==> src/rtl/alu_op_issuer.sv <==
// Initiator for a combinational ALU: accepts one command, holds ain/bin/ctrl for a settle
// latency, captures result and flags, and returns them over a valid/ready response port.
module alu_op_issuer #(
    parameter int WIDTH   = 32,
    parameter int ALU_LAT = 1,
    parameter int CNT_W   = 16
) (
    input  logic             clk,
    input  logic             rst,
    input  logic             cmd_valid,
    output logic             cmd_ready,
    input  logic [3:0]       cmd_op,
    input  logic [WIDTH-1:0] cmd_a,
    input  logic [WIDTH-1:0] cmd_b,
    output logic [WIDTH-1:0] alu_ain,
    output logic [WIDTH-1:0] alu_bin,
    output logic [3:0]       alu_ctrl,
    input  logic [WIDTH-1:0] alu_out,
    input  logic             alu_z,
    input  logic             alu_n,
    input  logic             alu_v,
    output logic             rsp_valid,
    input  logic             rsp_ready,
    output logic [WIDTH-1:0] rsp_data,
    output logic [2:0]       rsp_flags,
    output logic             rsp_err,
    output logic             busy,
    output logic [CNT_W-1:0] op_count
);

    localparam int LAT_EFF = (ALU_LAT < 1) ? 1 : ALU_LAT;
    localparam int LAT_W   = $clog2(LAT_EFF + 1);

    typedef enum logic [1:0] {
        IDLE = 2'd0,
        WAIT = 2'd1,
        RESP = 2'd2
    } state_t;

    state_t             state_q,     state_d;
    logic [LAT_W-1:0]   lat_cnt_q,   lat_cnt_d;
    logic [WIDTH-1:0]   ain_q,       ain_d;
    logic [WIDTH-1:0]   bin_q,       bin_d;
    logic [3:0]         ctrl_q,      ctrl_d;
    logic [WIDTH-1:0]   data_q,      data_d;
    logic [2:0]         flags_q,     flags_d;
    logic               err_q,       err_d;
    logic               rsp_valid_q, rsp_valid_d;
    logic               cmd_ready_q, cmd_ready_d;
    logic               busy_q,      busy_d;
    logic [CNT_W-1:0]   op_count_q,  op_count_d;

    logic cmd_fire;
    logic cmd_bad;

    assign cmd_fire = (state_q == IDLE) && cmd_ready_q && cmd_valid;
    // Illegal opcodes and divide/modulo by zero never reach the ALU.
    assign cmd_bad  = (cmd_op > 4'b1100) ||
                      (((cmd_op == 4'b0011) || (cmd_op == 4'b0100)) && (cmd_b == '0));

    always_comb begin
        state_d    = state_q;
        lat_cnt_d  = lat_cnt_q;
        ain_d      = ain_q;
        bin_d      = bin_q;
        ctrl_d     = ctrl_q;
        data_d     = data_q;
        flags_d    = flags_q;
        err_d      = err_q;
        op_count_d = op_count_q;

        case (state_q)
            IDLE: begin
                if (cmd_fire) begin
                    if (cmd_bad) begin
                        data_d  = '0;
                        flags_d = 3'b000;
                        err_d   = 1'b1;
                        state_d = RESP;
                    end else begin
                        ain_d     = cmd_a;
                        bin_d     = cmd_b;
                        ctrl_d    = cmd_op;
                        lat_cnt_d = LAT_W'(LAT_EFF);
                        state_d   = WAIT;
                    end
                end
            end
            WAIT: begin
                if (lat_cnt_q == LAT_W'(1)) begin
                    lat_cnt_d = '0;
                    data_d    = alu_out;
                    flags_d   = {alu_v, alu_n, alu_z};
                    err_d     = 1'b0;
                    state_d   = RESP;
                end else begin
                    lat_cnt_d = lat_cnt_q - 1'b1;
                end
            end
            RESP: begin
                if (rsp_valid_q && rsp_ready) begin
                    op_count_d = op_count_q + 1'b1;
                    state_d    = IDLE;
                end
            end
            default: state_d = IDLE;
        endcase

        // Handshake outputs are registered copies of the next state.
        cmd_ready_d = (state_d == IDLE);
        rsp_valid_d = (state_d == RESP);
        busy_d      = (state_d != IDLE);
    end

    always_ff @(posedge clk or posedge rst) begin
        if (rst) begin
            state_q     <= IDLE;
            lat_cnt_q   <= '0;
            ain_q       <= '0;
            bin_q       <= '0;
            ctrl_q      <= '0;
            data_q      <= '0;
            flags_q     <= '0;
            err_q       <= 1'b0;
            rsp_valid_q <= 1'b0;
            cmd_ready_q <= 1'b0;
            busy_q      <= 1'b0;
            op_count_q  <= '0;
        end else begin
            state_q     <= state_d;
            lat_cnt_q   <= lat_cnt_d;
            ain_q       <= ain_d;
            bin_q       <= bin_d;
            ctrl_q      <= ctrl_d;
            data_q      <= data_d;
            flags_q     <= flags_d;
            err_q       <= err_d;
            rsp_valid_q <= rsp_valid_d;
            cmd_ready_q <= cmd_ready_d;
            busy_q      <= busy_d;
            op_count_q  <= op_count_d;
        end
    end

    assign cmd_ready = cmd_ready_q;
    assign alu_ain   = ain_q;
    assign alu_bin   = bin_q;
    assign alu_ctrl  = ctrl_q;
    assign rsp_valid = rsp_valid_q;
    assign rsp_data  = data_q;
    assign rsp_flags = flags_q;
    assign rsp_err   = err_q;
    assign busy      = busy_q;
    assign op_count  = op_count_q;

endmodule

==> config.mk <==
export PLATFORM = sky130hd
export DESIGN_NAME = alu_op_issuer
export DESIGN_NICKNAME = d
export VERILOG_FILES = /design/src/rtl/alu_op_issuer.sv
export SDC_FILE = /design/constraint.sdc
export NUM_CORES = 1
export LEC_CHECK = 0
export CORE_MARGIN = 4
export CORE_UTILIZATION = 45
export DETAILED_ROUTE_END_ITERATION = 12
export PLACE_DENSITY = 0.83
export SYNTH_ARGS = -nofsm -noshare
export SYNTH_HDL_FRONTEND = slang
export SYNTH_SLANG_ARGS = --single-unit
==> constraint.sdc <==
create_clock -name clk -period 5.9 [get_ports clk]
set_input_delay 0.59 -clock clk [delete_from_list [all_inputs] [get_ports clk]]
set_output_delay 0.59 -clock clk [all_outputs]
set_load 0.01 [all_outputs]
==> results.sh, run 1 <==
export IMPL_die_w_um=114.7
export IMPL_synthCells=324
export IMPL_diodes=0
export IMPL_finalHoldViolCount=0
export IMPL_place_gp_congestion=0.7910
export IMPL_slew_violations=0
export IMPL_cp_arrival_ns=3.57
export IMPL_clockBufferDepth=2
export IMPL_grt_max_degree=68
export IMPL_power_per_cell_area_mw_per_mm2=548.5
export IMPL_worst_pin_slew_ns=1.044
export IMPL_fmax_mhz=305.1
export IMPL_nFillCells=720
export IMPL_firstDrtPassIters=6
export IMPL_leakagePower_uw=0.003590
export IMPL_num_vias=3650
export IMPL_grt_pass1_vias=4094
export IMPL_avgSynthCellArea_um2=15.80
export IMPL_ios=230
export IMPL_track_usage=0.2200
export IMPL_synth_ff_type="dfrtp_1"
export IMPL_r2r_start="state_q[0]"
export IMPL_hp_class="reg -> reg"
export IMPL_finalCritPeriodShare=0.5556
export IMPL_synth_seq_cells=126
export IMPL_area_delta_synth_final_pct=58.06
export IMPL_post_route_util=0.7368
export IMPL_core_area_mm2=0.01098
export IMPL_cts_resized_gates=0
export IMPL_start_kind="input port"
export IMPL_die_area_mm2=0.01315
export IMPL_drt_initial_drc_count=184
export IMPL_period_needed_ns=3.278
export IMPL_synth_warnings=0
export IMPL_switching_share=0.2904
export IMPL_die_h_um=114.7
export IMPL_drc=0
export IMPL_multi_input_area_mm2=0.001848
export IMPL_ant_nets=0
export IMPL_worst_path_max_fanout=58
export IMPL_worstPathRequired_ns=6.19
export IMPL_viasPerCell=5.119
export IMPL_hp_start="op_count[15]"
export IMPL_htreeDepth=4
export IMPL_placed_cell_area_mm2=0.007516
export IMPL_slew_headroom=0.3039
export IMPL_synth_top_area_share=0.6158
export IMPL_power_frac_seq=0.342
export IMPL_cts_setup_buffers=0
export IMPL_grt_ovfl_total=0
export IMPL_cp_end_kind="flip-flop"
export IMPL_synth_cell_type_count=32
export IMPL_finalWirelength_um=14090
export IMPL_power_switching_uw=1289
export IMPL_rsz0062_at_grt="false"
export IMPL_rows=38
export IMPL_cts_buffers_inserted=17
export IMPL_dp_hpwl_um=10010
export IMPL_finalClockSkew_ns=0.007749
export IMPL_cp_startpoint="cmd_op[2]"
export IMPL_cts_tree="done"
export IMPL_syn_area_mm2=0.005120
export IMPL_synth_top_area_cell="dfrtp_1"
export IMPL_rrSetupSlack_ns=3.05
export IMPL_p_int_uw=3150
export IMPL_root_buffer="clkbuf_16"
export IMPL_drive_gt1_frac=0.1850
export IMPL_synth_commonest_cells="dfrtp_1, mux2_4, a22o_1"
export IMPL_port_buffers=229
export IMPL_antenna_found_initial=0
export IMPL_tns_ns=0
export IMPL_ys_seq_area_frac=0.6158
export IMPL_status="complete, no violations"
export IMPL_async_reset_ff_frac=1.000
export IMPL_design_area_mm2=0.008093
export IMPL_wl_per_cell_um=19.76
export IMPL_clkPwrFrac=0.230
export IMPL_ir_worst_vdd_uv=342.0
export IMPL_start_util=0.4662
export IMPL_cts_sinks=126
export IMPL_comb_power_share=0.428
export IMPL_hold_buffers=0
export IMPL_synth_net_count=432
export IMPL_fin_nets=669
export IMPL_max_cap_viol_count=0
export IMPL_synth_most_common_cell="dfrtp_1"
export IMPL_synth_area_leaders="dfrtp_1, mux2_4, a22o_1"
export IMPL_regArea_mm2=0.003153
export IMPL_clk_pin_slew_worst_paths_ns=0.05
export IMPL_synth_edf_count=0
export IMPL_clkLatencyLatePin_ns=0.41
export IMPL_setup_viol=0
export IMPL_crit_type="in -> reg"
export IMPL_grt_pass1_wl_um=22140
-- layout by cell type, fill, tap and decap left out, types with 2 or more instances in the layout --
cell type        netlist  routed
clkdlybuf4s50_1        0     229
dfrtp_1              126     126
mux2_4                68      68
a22o_1                35      35
clkbuf_16              0      17
xnor2_1               12      12
nand2_1               11      11
nand3_1                8       8
nor2_1                 7       7
nor4_1                 7       7
nand4_1                5       5
clkinv_2               0       5
clkbuf_8               0       4
buf_4                  0       4
xor2_1                 3       3
inv_1                  4       3
and3_1                 3       3
clkbuf_1               5       3
a21oi_1                2       2
nor3_1                 2       2
o21bai_1               2       2
bufinv_16              0       2
-- flip-flops by register name, indices dropped and copies added (netlist names) --
| register | cells |
|---|---|
| alu_ain | 32 |
| alu_bin | 32 |
| rsp_data | 32 |
| op_count | 16 |
| alu_ctrl | 4 |
| rsp_flags | 3 |
| state_q | 2 |
| busy | 1 |
| cmd_ready | 1 |
| lat_cnt_q | 1 |
| rsp_err | 1 |
| rsp_valid | 1 |
-- area by class of cell --
type | count | area share
inverter | 4 | 0.002165
tap | 140 | 0.02165
clock buffer | 24 | 0.06076
timing repair buffer | 233 | 0.2870
multi-input combinational | 179 | 0.2284
sequential | 126 | 0.3896
clock inverter | 7 | 0.01051
-- through the flow --
| stage | hold slack (ns) | std cells | power [µW] | setup WS [ns] |
|---|---|---|---|---|
| 5_1_grt | 0.5179 | 713 | 4650 | 2.445 |
| 2_1_floorplan | 0.4630 | 324 | 2413 | 1.954 |
| 3_5_place_dp | 0.4697 | 682 | 3427 | 2.198 |
| 6_report | 0.4753 | 713 | 4439 | 2.622 |
| 3_3_place_gp | 0.4638 | 682 | 3365 | 2.248 |
| 4_1_cts | 0.4810 | 713 | 4480 | 2.636 |
-- worst max-delay path, cell delays in order --
cell             delay (ns)
clkdlybuf4s50_1        0.51
and3b_1                0.18
a21oi_1                0.22
nor4_4                 0.10
nor3_4                 0.63
buf_4                  0.93
mux2_4                 0.36
-- per-layer routing --
| metal | global-route usage | routed length [µm] | up-vias |
|---|---|---|---|
| li1 | - | - | 1644 |
| met1 | 0.2576 | 5456 | 1832 |
| met2 | 0.3675 | 7236 | 148 |
| met3 | 0.07558 | 1081 | 26 |
| met4 | 0.09422 | 316 | 0 |
| met5 | 0 | 0 | - |
-- power groups by stage --
stage	sequential (µW)	clock, µW	combinational, µW
floorplan	1660	0	757
global placement	1500	0	1860
detailed placement	1500	0	1930
CTS	1520	1030	1930
global route	1570	1070	2010
finish	1520	1020	1900
-- worst paths after layout --
kind	to	cells after the start
min reg2reg	op_count[15]	1
max in group asynchronous	alu_bin[10]	3
min in group asynchronous	op_count[5]	2
max reg2reg	alu_bin[15]	5
min	op_count[15]	1
max	alu_bin[15]	7
-- cells by family (layout without fill, tap and decap cells) --
| group | Yosys count | after routing | synth area share |
|---|---|---|---|
| DFF | 126 | 126 | 0.6158 |
| muxes | 69 | 69 | 0.2016 |
| and+or+nand+nor | 52 | 52 | 0.05866 |
| AOI/OAI and AO/OA | 42 | 42 | 0.07087 |
| buffers and inverters | 19 | 268 | 0.02493 |
| xor gates and xnor gates | 15 | 15 | 0.02566 |
| adders and majority gates | 1 | 1 | 0.002443 |
Note: power is estimated with default switching activity, not from simulation.
==> run 2: changes to the inputs <==
--- a/config.mk
+++ b/config.mk
@@ -6,9 +6,9 @@
 export NUM_CORES = 1
 export LEC_CHECK = 0
 export CORE_MARGIN = 4
-export CORE_UTILIZATION = 45
+export CORE_UTILIZATION = 42
 export DETAILED_ROUTE_END_ITERATION = 12
-export PLACE_DENSITY = 0.83
+export PLACE_DENSITY = 0.78
 export SYNTH_ARGS = -nofsm -noshare
 export SYNTH_HDL_FRONTEND = slang
 export SYNTH_SLANG_ARGS = --single-unit
==> constraint.sdc (replaced) <==
create_clock -name clk -period 3.15 [get_ports clk]
set_input_delay 0.315 -clock clk [delete_from_list [all_inputs] [get_ports clk]]
set_output_delay 0.315 -clock clk [all_outputs]
set_load 0.01 [all_outputs]
==> run 2 against run 1 <==
Clock power grew 81%. Die area is 6.6% higher. Highest routed layer unchanged. Worst hold slack got worse by 0.11 ns. Register-to-register slack worse by 2.4 ns. Global-route usage is 2.5 points lower. Setup slack worse by 2.1 ns. Clock-buffer cell count shrank 2. Critical endpoint is now alu_bin[24]. Final area increased by 0.74%. Sequential power is 87% higher. First-iteration DRC count decreased by 2.2%.
==> results.sh, run 2 (synthesis gave the netlist of run 1 again) <==
export IMPL_status="complete, no violations"
export IMPL_met3WireLength_um=832
export IMPL_slew_headroom=0.2345
export IMPL_max_cap_viol_count=0
export IMPL_clkLatencyLatePin_ns=0.41
export IMPL_finalCritPeriodShare=0.8342
export IMPL_fin_nets=672
export IMPL_cts_sinks=126
export IMPL_grt_pass1_vias=4017
export IMPL_diodes=0
export IMPL_tns_ns=0
export IMPL_worstPathBufferInverterCount=2
export IMPL_met2_length_um=6874
export IMPL_viasPerCell=4.911
export IMPL_cts_buffers_inserted=17
export IMPL_hold_buffers=0
export IMPL_slew_violations=0
export IMPL_worst_slack_ns=0.5222
export IMPL_final_cell_mix="clkdlybuf4s50_1, dfrtp_1, mux2_4"
export IMPL_die_w_um=118.4
export IMPL_core_area_mm2=0.01196
export IMPL_place_gp_congestion=0.7718
export IMPL_met1_length_um=5415
export IMPL_hp_class="in -> async"
export IMPL_cts_resized_gates=0
export IMPL_track_usage=0.1951
export IMPL_root_buffer="clkbuf_16"
export IMPL_worst_path_max_fanout=29
export IMPL_finalHoldViolCount=0
export IMPL_period_needed_ns=2.628
export IMPL_cts_setup_buffers=0
export IMPL_leakagePower_uw=0.003595
export IMPL_power_per_cell_area_mw_per_mm2=1012
export IMPL_ant_nets=0
export IMPL_htreeDepth=4
export IMPL_ios=230
export IMPL_num_vias=3541
export IMPL_port_buffers=229
export IMPL_grt_pass1_wl_um=21370
export IMPL_firstDrtPassIters=4
export IMPL_finalClockSkew_ns=0.004440
export IMPL_slowest_stage="nor3_4"
export IMPL_cp_end_kind="flip-flop"
export IMPL_drive_gt1_frac=0.1864
export IMPL_setup_viol=0
export IMPL_drc=0
export IMPL_rsz0062_at_grt="false"
export IMPL_worst_pin_slew_ns=1.145
export IMPL_antenna_found_initial=0
export IMPL_cp_arrival_ns=2.92
export IMPL_dr_max_layer_used="met4"
export IMPL_ir_worst_vdd_uv=507.5
export IMPL_pre_cts_ws_ns=0.09817
export IMPL_clockBufferDepth=2
export IMPL_start_util=0.4280
export IMPL_rows=40
export IMPL_clk_pin_slew_worst_paths_ns=0.05
export IMPL_drt_initial_drc_count=180
export IMPL_grt_ovfl_total=0
export IMPL_area_delta_synth_final_pct=59.24
export IMPL_cpLargestDelayFamily="simple AND/OR/NAND/NOR gates"
export IMPL_start_kind="input port"
export IMPL_slowest_delay_ns=0.92
export IMPL_die_h_um=118.4
export IMPL_worstPathRequired_ns=3.44
export IMPL_fmax_mhz=380.6
export IMPL_finalWirelength_um=13440
export IMPL_die_area_mm2=0.01402
export IMPL_grt_max_degree=58
export IMPL_dp_hpwl_um=9936
export IMPL_final_common_cell="clkdlybuf4s50_1"
export IMPL_wl_per_cell_um=18.64
export IMPL_crit_type="in -> reg"
export IMPL_fin_hold_ws_ns=0.3637
export IMPL_cts_tree="done"
export IMPL_rrSetupSlack_ns=0.66
export IMPL_crit_path_cell_trace="clkdlybuf4s50_1 > and3b_1 > a21oi_1 > nor4_4 > nor3_4 > buf_12 > mux2_4"
==> run 2: cell types whose count changed in the layout (fill, tap and decap cells not counted) <==
cell and change:
buf_4 -1, buf_12 +4, clkinvlp_4 +3, clkinv_2 -2
clkbuf_8 -2, inv_4 -1
==> run 2: through the flow <==
stage | util | instance area (µm²) | total power (µW) | std cells
global route | 0.6816 | 8153 | 8660 | 721
detailed placement | 0.6353 | 7599 | 6432 | 692
floorplan | - | 5124 | 4521 | 324
finish | 0.6816 | 8153 | 8254 | 721
global placement | 0.6353 | 7599 | 6356 | 692
CTS | 0.6816 | 8153 | 8360 | 721
==> run 2: path summary, 6_finish.rpt <==
check,from,end,cells past startpoint
worst min-delay path,rst,alu_bin[27],2
max in group asynchronous,rst,alu_ain[13],3
worst min register to register,op_count[15],op_count[15],1
worst max-delay path,cmd_op[0],alu_bin[24],7
min in group clk,op_count[15],op_count[15],1
worst max register to register,state_q[0],alu_bin[24],5
==> run 2: where the power goes <==
part	total, µW	internal, µW	switching, µW
combinational	3570	2320	1250
clock	1850	1190	663
sequential	2840	2360	474
==> run 2: worst register-to-register path, cell delays in order, from the launching register on <==
cell	delay (ns)
dfrtp_1	0.41
nor2_1	0.11
nand3_1	0.20
nor3_4	0.99
buf_12	0.33
mux2_4	0.34
==> run 2: per-layer routing <==
metal | up-vias | global-route usage
li1 | 1645 | -
met1 | 1739 | 0.2257
met2 | 134 | 0.3312
met3 | 23 | 0.06699
met4 | 0 | 0.08110
met5 | - | 0
==> run 2: cell type report <==
class | instances | area, µm²
clock buffers | 22 | 464.2
clock inverters | 7 | 90.09
fillers | 878 | 3809
inverters | 4 | 18.77
multi-input cells | 179 | 1848
flip-flops and latches | 126 | 3153
well taps | 147 | 183.9
repair buffers | 236 | 2395
